[src/rtl/gb_link_target.sv]
// Link-port target: synchronizes an externally clocked serial link and moves one byte in
// each direction per transfer, MSB first, with an optional mid-byte stall timeout.
module gb_link_target #(
    parameter int SYNC_STAGES    = 2,
    parameter int TIMEOUT_CYCLES = 65535
) (
    input  logic       Clk,
    input  logic       Reset,
    input  logic       SerialClkIn,
    input  logic       SerialDataIn,
    output logic       SerialDataOut,
    input  logic [7:0] TxData,
    input  logic       Start,
    output logic       Busy,
    output logic [7:0] RxData,
    output logic       RxValid,
    output logic       Abort
);

    localparam int          STAGES        = (SYNC_STAGES < 2) ? 2 : SYNC_STAGES;
    localparam logic [15:0] TIMEOUT_LIMIT = 16'(TIMEOUT_CYCLES);
    localparam logic [15:0] TIMEOUT_LAST  = TIMEOUT_LIMIT - 16'd1;

    typedef enum logic {IDLE, ACTIVE} stateT;

    stateT              state;
    logic [STAGES-1:0]  clkSync;
    logic [STAGES-1:0]  dataSync;
    logic               clkDly;
    logic [2:0]         bitCnt;
    logic [7:0]         shiftReg;
    logic [15:0]        toCnt;
    logic               linkRise;
    logic               linkFall;
    logic [7:0]         shiftNext;

    // Synchronizers reset to the idle-high level so releasing reset with the link
    // clock high never looks like an edge.
    always_ff @(posedge Clk) begin
        if (Reset) begin
            clkSync  <= '1;
            dataSync <= '1;
            clkDly   <= 1'b1;
        end else begin
            clkSync  <= {clkSync[STAGES-2:0], SerialClkIn};
            dataSync <= {dataSync[STAGES-2:0], SerialDataIn};
            clkDly   <= clkSync[STAGES-1];
        end
    end

    assign linkRise  = clkSync[STAGES-1] & ~clkDly;
    assign linkFall  = ~clkSync[STAGES-1] & clkDly;
    assign shiftNext = {shiftReg[6:0], dataSync[STAGES-1]};

    // Handshake: Start is a one-cycle strobe honoured only while Busy is low; RxValid and
    // Abort are mutually exclusive one-cycle pulses, both coinciding with Busy falling.
    // Busy is the FSM state (high exactly in ACTIVE).
    always_ff @(posedge Clk) begin
        if (Reset) begin
            state         <= IDLE;
            bitCnt        <= 3'd0;
            toCnt         <= 16'd0;
            shiftReg      <= 8'h00;
            RxData        <= 8'h00;
            RxValid       <= 1'b0;
            Abort         <= 1'b0;
            Busy          <= 1'b0;
            SerialDataOut <= 1'b1;
        end else begin
            RxValid <= 1'b0;
            Abort   <= 1'b0;
            case (state)
                IDLE: begin
                    SerialDataOut <= 1'b1;
                    if (Start) begin
                        shiftReg <= TxData;
                        bitCnt   <= 3'd0;
                        toCnt    <= 16'd0;
                        state    <= ACTIVE;
                        Busy     <= 1'b1;
                    end
                end
                ACTIVE: begin
                    if (linkRise) begin
                        shiftReg <= shiftNext;
                        bitCnt   <= bitCnt + 3'd1;
                        toCnt    <= 16'd0;
                        if (bitCnt == 3'd7) begin
                            RxData        <= shiftNext;
                            RxValid       <= 1'b1;
                            state         <= IDLE;
                            Busy          <= 1'b0;
                            SerialDataOut <= 1'b1;
                        end
                    end else if (linkFall) begin
                        SerialDataOut <= shiftReg[7];
                        toCnt         <= 16'd0;
                    end else if (bitCnt != 3'd0) begin
                        // Before the first bit the master may take as long as it likes.
                        if (TIMEOUT_LIMIT != 16'd0 && toCnt == TIMEOUT_LAST) begin
                            Abort         <= 1'b1;
                            state         <= IDLE;
                            Busy          <= 1'b0;
                            SerialDataOut <= 1'b1;
                            toCnt         <= 16'd0;
                        end else if (toCnt != 16'hFFFF) begin
                            toCnt <= toCnt + 16'd1;
                        end
                    end
                end
                default: state <= IDLE;
            endcase
        end
    end

endmodule
[config.mk]
export PLATFORM = sky130hd
export DESIGN_NAME = gb_link_target
export DESIGN_NICKNAME = d
export VERILOG_FILES = /design/src/rtl/gb_link_target.sv
export SDC_FILE = /design/constraint.sdc
export NUM_CORES = 1
export LEC_CHECK = 0
export ABC_AREA = 0
export CORE_ASPECT_RATIO = 1.25
export CORE_MARGIN = 3
export CORE_UTILIZATION = 35
export CTS_BUF_LIST = sky130_fd_sc_hd__clkbuf_4 sky130_fd_sc_hd__clkbuf_8
export CTS_CLUSTER_SIZE = 24
export DETAILED_ROUTE_END_ITERATION = 16
export MAX_ROUTING_LAYER = met4
export PLACE_DENSITY_LB_ADDON = 0.15
export SLEW_MARGIN = 20
export SYNTH_ARGS = -nofsm -noshare
export SYNTH_HDL_FRONTEND = slang
export SYNTH_SLANG_ARGS = --single-unit
[constraint.sdc]
create_clock -name Clk -period 1.85 [get_ports Clk]
set_input_delay 0.185 -clock Clk [delete_from_list [all_inputs] [get_ports Clk]]
set_output_delay 0.185 -clock Clk [all_outputs]
set_load 0.02 [all_outputs]
==> metrics.cfg <==
[critical_path]
crit_arrival_ps=2210
critPathCaptureType=flip-flop
crit_fanout=5
path_class=reg2reg
start_kind=flip-flop
worstPathRequired_ps=2080

[timing]
grt_setup_unrepaired=true
holdWs_ps=421
fin_skew_ps=4.92
finalSetupViolCount=14
tightest_slew_ps=345
fin_crit_ps=1980
max_slew_margin_pct=76.9
fin_crit_sh_pct=107
slew_violations=0
fin_setup_tns_ps=-797
fmax_ghz=0.506
finalHoldViolCount=0
fin_ws_ps=-126

[synthesis]
ys_seq_area_share_pct=43.3
ys_warn_count=0
ys_ff_latch=45
synthesis.nets=266
yosys.area.top_type=dfxtp_1
synth_edf_count=0
syn_avg_cell_area_um2=8.45
synth_top_area_share_pct=43.3
synthArstFlopShare_pct=0
yosys.cell_types.count=42
syn_inst=246
synth_top_flop_cell=dfxtp_1
synth.cell_area_um2=2080
synth.area.top_cells=dfxtp_1, nand2_1, a21oi_1, ha_1, mux2i_1

[cts]
clkSlewWorstSetupHoldPaths_ps=90
cts.htree.levels=2
cts_num_sinks=45
cts_tree=yes
numCtsBuffers=5
hold_buffers=0
ctsLongestPathBuffers=2
clock_latency_ps=300
cts-root-buf=clkbuf_8

[final_layout]
layout.cells.non_filler=373
synthToLayoutAreaGrowth_pct=44.3
final_cell_mix=dfxtp_1, buf_4, nand2_1, clkdlybuf4s50_1, a21oi_1
n_fill_cell=534
final_common_cell=dfxtp_1
diodes=0
final_cell_area_um2=3000
drive_gt1_share_pct=29.8
final_util_pct=53.6
fin_nets=328

[outcome]
violations=negative setup slack
run_status=complete, but fails checks

[power]
ir_worst_vdd_mv=0.324
power_mw=2.16
p_leak_nw=1.11
powerDensity_nw_per_um2=719

[place]
place_hpwl_um=3660
portBuffers=24
place_area_um2=2670
placed_cells=360
place.gp.congestion=0.815
pre_cts_slack_ps=-159

[detailed_routing]
viasPerCell=5.40
drt-wirelength-per-cell_um=14.9
drc_errors=0
initialDrtViolationCount=100
firstDrtPassIters=4
vias=2016
totalWireLength_um=5570
antenna_left=0

[die]
core_area_um2=5590
die_width_um=74.9
start_util_pct=37.2
std_cell_rows=30
die_h_um=92.2
io_pins=25
die_area_um2=6900

[grt]
grt_pass1_vias=1988
grt_pass1_wl_um=8920
grt_max_degree=30
gr-total-overflow=0
antenna_found_initial=0
track_usage_pct=16.9

[job]
cap_violations=0

[worst_hold_path]
hp-class=reg2reg

[cells in the mapped netlist (all sizes together) (3+ instances only)]
cell type and instances:
dfxtp 45, nand2 37, a21oi 22, nor2 14, nand3 13, a211oi 9, clkbuf 9, inv 8
mux2i 8, ha 7, a31oi 5, nand2b 5, nand4 5, o32ai 5, or2 5, or4 5
and3 4, buf 4, or3 4, or3b 4, nor3 3
[cell type report]
class                      instances  area (µm²)  area share, %
sequential                        45         910           30.3
clock inverter                     3        65.1           2.17
timing repair buffer              67         591           19.7
multi-input combinational        180        1250           41.7
inverter                           9        33.8           1.13
tap                               64        80.1           2.67
clock buffer                       5        68.8           2.29
[metal layers]
metal | vias up | wire (µm) | share of wire (%) | track usage (%)
met5 | - | 0 | 0 | -
met4 | 0 | 72 | 1.3 | 6.08
met3 | 6 | 194 | 3.5 | 3.29
met2 | 33 | 2900 | 52 | 28.0
met1 | 966 | 2400 | 43 | 20.0
li1 | 1011 | - | - | -
[kinds of logic (layout without fill, tap and decap cells)]
kind of cell	after synthesis	count (layout)	share of synthesized area, %
mux	8	8	3.85
buf+inv	22	84	4.27
fa+ha+maj	7	7	4.21
simple gates	109	109	26.9
compound gates	55	56	17.5
flops	45	45	43.3
[power breakdown]
part | total [mW] | switching, mW | internal, mW
logic | 0.256 | 0.125 | 0.131
registers | 1.01 | 0.0167 | 0.993
clock network | 0.892 | 0.355 | 0.537
total | 2.16 | 0.496 | 1.66
[final timing paths]
check | from | end | slack (ps) | depth (start not counted)
worst max-delay path | clkDly | toCnt[7] | -130 | 6
worst min-delay path | dataSync[0] | dataSync[1] | 420 | 1
worst max register to register | clkDly | toCnt[7] | -130 | 6
worst min register to register | dataSync[0] | dataSync[1] | 420 | 1
[registers in the layout, indices dropped and copies added, names as in the netlist, 2 cells and up]
signal / cells
toCnt: 16
clkSync: 2
shiftReg: 8
dataSync: 2
RxData: 8
bitCnt: 3
[worst max-delay path, cell delays in order, from the launching register on]
cell     delay (ps)
dfxtp_4         370
inv_2            40
ha_4            140
or3b_4          410
a221o_2         380
or4_1           420
a31oi_1         140
[repair_timing]
item,4_1_cts,5_1_grt
buffers inserted,1,3
endpoints found under the setup margin,16,16
gates cloned,1,0
pin swaps,4,12
resized for setup,10,28
(Power assumes the default switching activity.)
